### src/rtl/lfsr.sv
// Maximal-length Fibonacci LFSR (shift left) with an optional de Bruijn mode
// that splices the all-zero state into the cycle. Advances only when ce=1.
module lfsr #(
    parameter int             WID  = 16,
    parameter logic [WID-1:0] INIT = {{(WID-1){1'b0}}, 1'b1}
) (
    input  logic           clk,
    input  logic           rst,
    input  logic           ce,
    input  logic           cyc,
    output logic [WID-1:0] o
);

    if (WID < 3 || WID > 64) begin : g_bad_wid
        $error("lfsr: WID must be in the range 3..64");
    end

    // Builds a tap mask from 1-based tap positions; zero means "no tap".
    function automatic logic [63:0] tp(input int a, input int b, input int c = 0,
                                       input int d = 0, input int e = 0, input int f = 0);
        logic [63:0] m;
        m = '0;
        if (a != 0) m[a-1] = 1'b1;
        if (b != 0) m[b-1] = 1'b1;
        if (c != 0) m[c-1] = 1'b1;
        if (d != 0) m[d-1] = 1'b1;
        if (e != 0) m[e-1] = 1'b1;
        if (f != 0) m[f-1] = 1'b1;
        return m;
    endfunction

    function automatic logic [63:0] tap_mask(input int w);
        logic [63:0] m;
        m = '0;
        case (w)
            3:  m = tp(3, 2);
            4:  m = tp(4, 3);
            5:  m = tp(5, 3);
            6:  m = tp(6, 5);
            7:  m = tp(7, 6);
            8:  m = tp(8, 6, 5, 4);
            9:  m = tp(9, 5);
            10: m = tp(10, 7);
            11: m = tp(11, 9);
            12: m = tp(12, 6, 4, 1);
            13: m = tp(13, 4, 3, 1);
            14: m = tp(14, 5, 3, 1);
            15: m = tp(15, 14);
            16: m = tp(16, 15, 13, 4);
            17: m = tp(17, 14);
            18: m = tp(18, 11);
            19: m = tp(19, 6, 2, 1);
            20: m = tp(20, 17);
            21: m = tp(21, 19);
            22: m = tp(22, 21);
            23: m = tp(23, 18);
            24: m = tp(24, 23, 22, 17);
            25: m = tp(25, 22);
            26: m = tp(26, 6, 2, 1);
            27: m = tp(27, 5, 2, 1);
            28: m = tp(28, 25);
            29: m = tp(29, 27);
            30: m = tp(30, 6, 4, 1);
            31: m = tp(31, 28);
            32: m = tp(32, 22, 2, 1);
            33: m = tp(33, 20);
            34: m = tp(34, 27, 2, 1);
            35: m = tp(35, 33);
            36: m = tp(36, 25);
            37: m = tp(37, 5, 4, 3, 2, 1);
            38: m = tp(38, 6, 5, 1);
            39: m = tp(39, 35);
            40: m = tp(40, 38, 21, 19);
            41: m = tp(41, 38);
            42: m = tp(42, 41, 20, 19);
            43: m = tp(43, 42, 38, 37);
            44: m = tp(44, 43, 18, 17);
            45: m = tp(45, 44, 42, 41);
            46: m = tp(46, 45, 26, 25);
            47: m = tp(47, 42);
            48: m = tp(48, 47, 21, 20);
            49: m = tp(49, 40);
            50: m = tp(50, 49, 24, 23);
            51: m = tp(51, 50, 36, 35);
            52: m = tp(52, 49);
            53: m = tp(53, 52, 38, 37);
            54: m = tp(54, 53, 18, 17);
            55: m = tp(55, 31);
            56: m = tp(56, 55, 35, 34);
            57: m = tp(57, 50);
            58: m = tp(58, 39);
            59: m = tp(59, 58, 38, 37);
            60: m = tp(60, 59);
            61: m = tp(61, 60, 46, 45);
            62: m = tp(62, 61, 6, 5);
            63: m = tp(63, 62);
            64: m = tp(64, 63, 61, 60);
            default: m = '0;
        endcase
        return m;
    endfunction

    localparam logic [WID-1:0] TAP_BITS = WID'(tap_mask(WID));

    logic [WID-1:0] o_reg;
    logic [WID-1:0] o_next;
    logic [WID-1:0] tapped;
    logic           fb;

    for (genvar gi = 0; gi < WID; gi++) begin : g_tap
        assign tapped[gi] = o_reg[gi] & TAP_BITS[gi];
    end

    // De Bruijn mode flips the feedback when the low WID-1 bits are zero, which
    // routes 100..0 -> 0 and 0 -> 0..01; plain mode only rescues the zero state.
    always_comb begin
        fb = ^tapped;
        if (cyc) begin
            fb = fb ^ (o_reg[WID-2:0] == '0);
        end else if (o_reg == '0) begin
            fb = 1'b1;
        end
        o_next = {o_reg[WID-2:0], fb};
    end

    always_ff @(posedge clk) begin
        if (!rst) begin
            o_reg <= INIT;
        end else if (ce) begin
            o_reg <= o_next;
        end
    end

    assign o = o_reg;

endmodule

### config.mk
export PLATFORM = sky130hd
export DESIGN_NAME = lfsr
export DESIGN_NICKNAME = d
export VERILOG_FILES = /design/src/rtl/lfsr.sv
export SDC_FILE = /design/constraint.sdc
export NUM_CORES = 1
export LEC_CHECK = 0
export ABC_AREA = 1
export CAP_MARGIN = 5
export CELL_PAD_IN_SITES_DETAIL_PLACEMENT = 1
export CELL_PAD_IN_SITES_GLOBAL_PLACEMENT = 1
export CORE_ASPECT_RATIO = 0.8
export CORE_MARGIN = 10
export CORE_UTILIZATION = 33
export CTS_CLUSTER_SIZE = 8
export DETAILED_ROUTE_END_ITERATION = 16
export GPL_TIMING_DRIVEN = 1
export PLACE_DENSITY = 0.84
export SETUP_SLACK_MARGIN = 0.3
export SKIP_LAST_GASP = 1
export SLEW_MARGIN = 20
export SYNTH_ARGS = -nofsm -noshare
export SYNTH_HDL_FRONTEND = slang
export SYNTH_SLANG_ARGS = --single-unit
### constraint.sdc
create_clock -name clk -period 2.2 [get_ports clk]
set_input_delay 0.44 -clock clk [delete_from_list [all_inputs] [get_ports clk]]
set_output_delay 0.44 -clock clk [all_outputs]
set_load 0.05 [all_outputs]
==> flow_summary.yaml, run 1 <==
global_route:
  grt_antenna_before_repair: 0
  grtUsageMet1_pct: 9.745
  grt_max_degree: 17
  use_met2_pct: 15.34
  use_met3_pct: 5.710
  grt_pass1_wl_mm: 3.236
  globalRoute.busiestLayer: "met2"
  track_usage_pct: 9.313
  overflow: 0
  grt_pass1_vias: 705
pwr:
  power-per-cell-area_nw_per_um2: 769.7
  ir_drop_mv: 0.4871
  power.leakage_nw: 0.4452
finish:
  drive_above_1_share_pct: 6.897
  areaGrowthSynthToFinish_pct: 32.12
  finalInstanceArea_sq_um: 905.9
  final_common_cell: "nor2_1"
  nets: 122
  largest_reg_flops: 16
  diodes: 0
  fin_util_pct: 47.01
  multi_input_area_sq_um: 296.5
  seqCellArea_sq_um: 320.3
  final_cell_mix: "nor2_1, dfxtp_1, dlygate4sd2_1"
  fillers: 272
sta:
  setup_tns_ns: 0
  clock_skew_ns: 0.001124
  finalMaxSlewViolations: 0
  min_period_ns: 1.684
  max_freq_mhz: 594.0
  final-setup-viol-count: 0
  rsz0062_at_grt: "false"
  period_share_pct: 76.53
  relSlewSlack_pct: 66.50
  hold_viol_final: 0
  worst_pin_slew_ns: 0.5044
worst_setup_path:
  required_ns: 1.76
  cp_slowest_cell: "dlygate4sd2_1"
  cp-start-kind: "flip-flop"
  crit_buf_inv: 1
  cpPeakStageDelay_ns: 0.55
  path_cells: "dlygate4sd2_1"
  critPathMaxFanout: 4
  worstPathArrival_ns: 1.24
  crit_type: "reg2out"
  cp_top_family: "buffers and inverters"
  end_kind: "output pin"
routing:
  drc: 0
  vias: 684
  firstDrtPassIters: 2
  ant_nets: 0
  routedWlPerCell_um: 13.45
  via_per_inst: 4.886
  drt_iter0_drc: 3
  routed_wl_mm: 1.883
clocking:
  max-clock-path-buffers: 2
  h-tree-depth: 1
  clk_pin_slew_ns: 0.09
  postCtsHoldBufs: 0
  cts_buffers: 3
  post_cts_buffers: 0
  tritoncts: "done"
  ctsResizeCount: 16
  clk_latency_ns: 0.29
  cts.sinks: 16
  cts-root-buf: "clkbuf_4"
floorplanning:
  die_h_um: 60.77
  io_pins: 20
  initial_utilization_pct: 35.58
  die-area_sq_um: 4312
  core-area_sq_um: 1927
  die_w_um: 70.96
  rows: 14
placement:
  gp_congestion: 0.7031
  placed_area_sq_um: 889.6
  dp_hpwl_mm: 1.466
  port_buffers: 19
logic_synthesis:
  synth.net_count: 100
  ys_seq_area_share_pct: 46.72
  synthDistinctLibCells: 14
  syn_area_sq_um: 685.7
  syn_area_per_cell_sq_um: 7.217
  synthCells: 95
  ys_seq_elements: 16
  yosys_warnings: 0
status:
  status: "finished, final reports clean"
hold_path:
  hp-class: "reg2reg"
job:
  cap_violations: 0
-- power breakdown --
group	leakage (nW)	internal [W]	switching [W]
Sequential	0.132	0.000309	0.0000173
Combinational	0.292	0.0000484	0.000126
Clock	0.0210	0.000101	0.0000948
-- cells in the mapped netlist (all sizes together) --
library cell  number  area, sq um
nor2              19        76.32
dfxtp             16        320.3
o21ai             15        75.07
inv               12        45.04
nand2             12        45.04
a21oi             11        55.05
nand3              5        25.02
buf                3        23.77
a21boi             1        7.510
ha                 1        12.51
-- final timing paths --
path | depth (start not counted) | slack, ns | to | from
max | 1 | 0.52 | o[4] | o[4]
min | 2 | 0.50 | o[10] | o[10]
max reg2reg | 10 | 0.79 | o[0] | o[14]
min reg2reg | 2 | 0.50 | o[10] | o[10]
-- through the flow --
| stage | power [W] | setup WS [ns] | hold WS (ns) | cells |
|---|---|---|---|---|
| 2_1_floorplan | 0.0004598 | 0.5120 | 0.5784 | 95 |
| 3_3_place_gp | 0.0005180 | 0.5666 | 0.4794 | 136 |
| 3_5_place_dp | 0.0005259 | 0.5452 | 0.4939 | 136 |
| 4_1_cts | 0.0007087 | 0.4902 | 0.5063 | 140 |
| 5_1_grt | 0.0007421 | 0.4494 | 0.5281 | 140 |
| 6_report | 0.0006972 | 0.5164 | 0.5028 | 140 |
-- area by class of cell --
type,instances,area share (%)
clock buffers,4,4.006
inverters,12,4.972
multi-input cells,64,32.73
flip-flops and latches,16,35.36
well taps,24,3.315
repair buffers,20,19.61
-- logic make-up after synthesis --
logic type | synth area share (%)
simple gates | 21.35
buf+inv | 10.04
compound gates | 20.07
fa+ha+maj | 1.825
flops | 46.72
-- layer usage --
metal / wire, um / up-vias
li1: - / 347
met1: 761 / 319
met2: 931 / 13
met3: 165 / 5
met4: 23 / 0
met5: 0 / -
-- worst register-to-register path: stages, from the launching register on --
cell and delay [ns]:
dfxtp_1 0.34, inv_1 0.09, ha_1 0.33, inv_1 0.06, nand2_1 0.06, nand2_1 0.07, nand2_1 0.05, nand2_1 0.09
nand3_1 0.08, nand3_1 0.10, nand2_1 0.05
(Power assumes the default switching activity.)
==> run 2, diff against run 1 <==
- CORE_UTILIZATION: 33 -> 31
- PLACE_DENSITY: 0.84 -> 0.8
- clock period: 2.2 -> 1.6 ns (I/O delays scaled with it)
==> run 2 against run 1 <==
Compared with the run above:
- sequential share of layout area fell by 4.3 points
- combinational power increased by 77%
- final cell count grew 1.4%
- die area increased by 4.5%
- hold slack got worse by 0.0039 ns
- largest cell class unchanged
- sequential power grew 42%
==> flow_summary.yaml, run 2 (synthesis results as in run 1) <==
sta:
  final-setup-viol-count: 0
  period_share_pct: 78.72
  finalMaxSlewViolations: 0
  worst_pin_slew_ns: 0.4327
  rsz0062_at_grt: "true"
  max_freq_mhz: 794.0
  hold_slack_ns: 0.4988
  setup_tns_ns: 0
  clock_skew_ns: 0.007919
  hold_viol_final: 0
  min_period_ns: 1.259
  relSlewSlack_pct: 71.06
clocking:
  cts.sinks: 16
  max-clock-path-buffers: 2
  cts_buffers: 3
  tritoncts: "done"
  clk_pin_slew_ns: 0.10
  clk_latency_ns: 0.30
  cts-root-buf: "clkbuf_4"
  h-tree-depth: 1
  postCtsHoldBufs: 0
placement:
  port_buffers: 19
  gp_congestion: 0.7927
  placed_area_sq_um: 1025
  dp_hpwl_mm: 1.534
routing:
  vias: 690
  routed_wl_mm: 1.992
  maxUsedRoutingLayer: "met4"
  routedWlPerCell_um: 14.03
  ant_nets: 0
  wl_met3_um: 214
  drc: 0
  met2_wirelength_um: 937
  met1_length_um: 816
  firstDrtPassIters: 4
  via_per_inst: 4.859
  drt_iter0_drc: 16
worst_setup_path:
  rr_startpoint: "o[15]"
  r2r_setup_slack_ns: 0.34
  cpPeakStageDelay_ns: 0.46
  cp_slowest_cell: "dfxtp_1"
  cp_top_family: "flip-flops"
  required_ns: 1.28
  cp-start-kind: "flip-flop"
  end_kind: "output pin"
  path_cells: "buf_12"
  reg2reg_to: "o[0]"
  crit_type: "reg2out"
  critPathMaxFanout: 4
  worstRegToRegCells: 11
  crit_buf_inv: 1
  worstPathArrival_ns: 0.94
global_route:
  overflow: 0
  track_usage_pct: 9.750
  grt_antenna_before_repair: 0
  grt_pass1_vias: 753
  grt_pass1_wl_mm: 3.463
  grt_max_degree: 17
floorplanning:
  die-area_sq_um: 4505
  core-area_sq_um: 2140
  die_h_um: 62.07
  io_pins: 20
  initial_utilization_pct: 32.05
  die_w_um: 72.58
  rows: 15
finish:
  nets: 123
  drive_above_1_share_pct: 29.06
  seqCellArea_sq_um: 330.3
  final_common_cell: "nor2_1"
  final_cell_mix: "nor2_1, o21ai_0, dfxtp_1, buf_12, a21oi_1"
  diodes: 0
  largest_reg_flops: 16
  multi_input_area_sq_um: 314.1
  finalInstanceArea_sq_um: 1065
  fillers: 269
  areaGrowthSynthToFinish_pct: 55.29
pwr:
  power.leakage_nw: 0.4619
  ir_drop_mv: 0.4503
  power-per-cell-area_nw_per_um2: 938.8
status:
  status: "finished, final reports clean"
hold_path:
  hold_depth: 2
  holdPathEnd: "o[8]"
  hp-class: "reg2reg"
  hold_path.startpoint: "o[8]"
job:
  cap_violations: 0
[run 2: report_power, final]
| part | internal [W] | leakage (nW) | switching, W |
|---|---|---|---|
| combinational | 0.000131 | 0.312 | 0.000178 |
| clock | 0.0000909 | 0.0154 | 0.000135 |
| sequential | 0.000425 | 0.134 | 0.0000397 |
[run 2: worst max path at each step]
stage / cells past startpoint / slack, ns / start / endpoint
final: 1 / 0.34 / o[0] / o[0]
after global routing: 9 / 0.25 / o[14] / o[0]
after floorplan: 9 / 0.31 / o[14] / o[0]
after detailed placement: 3 / 0.11 / rst / o[0]
after CTS: 11 / 0.30 / o[15] / o[0]
after global placement: 3 / 0.13 / rst / o[0]
[run 2: cell type report]
class                   count  area share [%]
clock inverters             1          0.3525
clock buffers               3           2.115
repair buffers             21           29.61
multi-input cells          64           29.49
well taps                  25           2.938
flip-flops and latches     16           31.02
inverters                  12           4.465
[run 2: timing repair]
action	in CTS	in global routing
pin swaps	1	1
setup endpoints to repair	1	3
resized for setup	0	4
setup buffers	1	0
[run 2: worst register-to-register path, stage by stage, from the launching register on]
cell	delay (ns)
dfxtp_4	0.37
inv_2	0.04
ha_4	0.26
inv_2	0.03
nand2_2	0.05
nand2_1	0.05
nand2_1	0.05
nand2_1	0.07
inv_1	0.06
nand2_1	0.05
nand3_1	0.06
nand2_1	0.06
[run 2: metrics by stage]
step	worst slack, ns	std cells	util (%)	power (W)
2_1_floorplan	0.3068	95	-	0.0006368
3_3_place_gp	0.1337	137	47.89	0.0007690
3_5_place_dp	0.1053	137	47.89	0.0007785
4_1_cts	0.3004	142	49.47	0.001014
5_1_grt	0.2459	142	49.77	0.001063
6_report	0.3405	142	49.77	0.0009996
[run 2: per-layer routing]
| metal | vias to the layer above | global-route usage (%) |
|---|---|---|
| met5 | - | 0 |
| met2 | 18 | 16.54 |
| met3 | 5 | 6.190 |
| met4 | 0 | 3.514 |
| li1 | 348 | - |
| met1 | 319 | 9.610 |
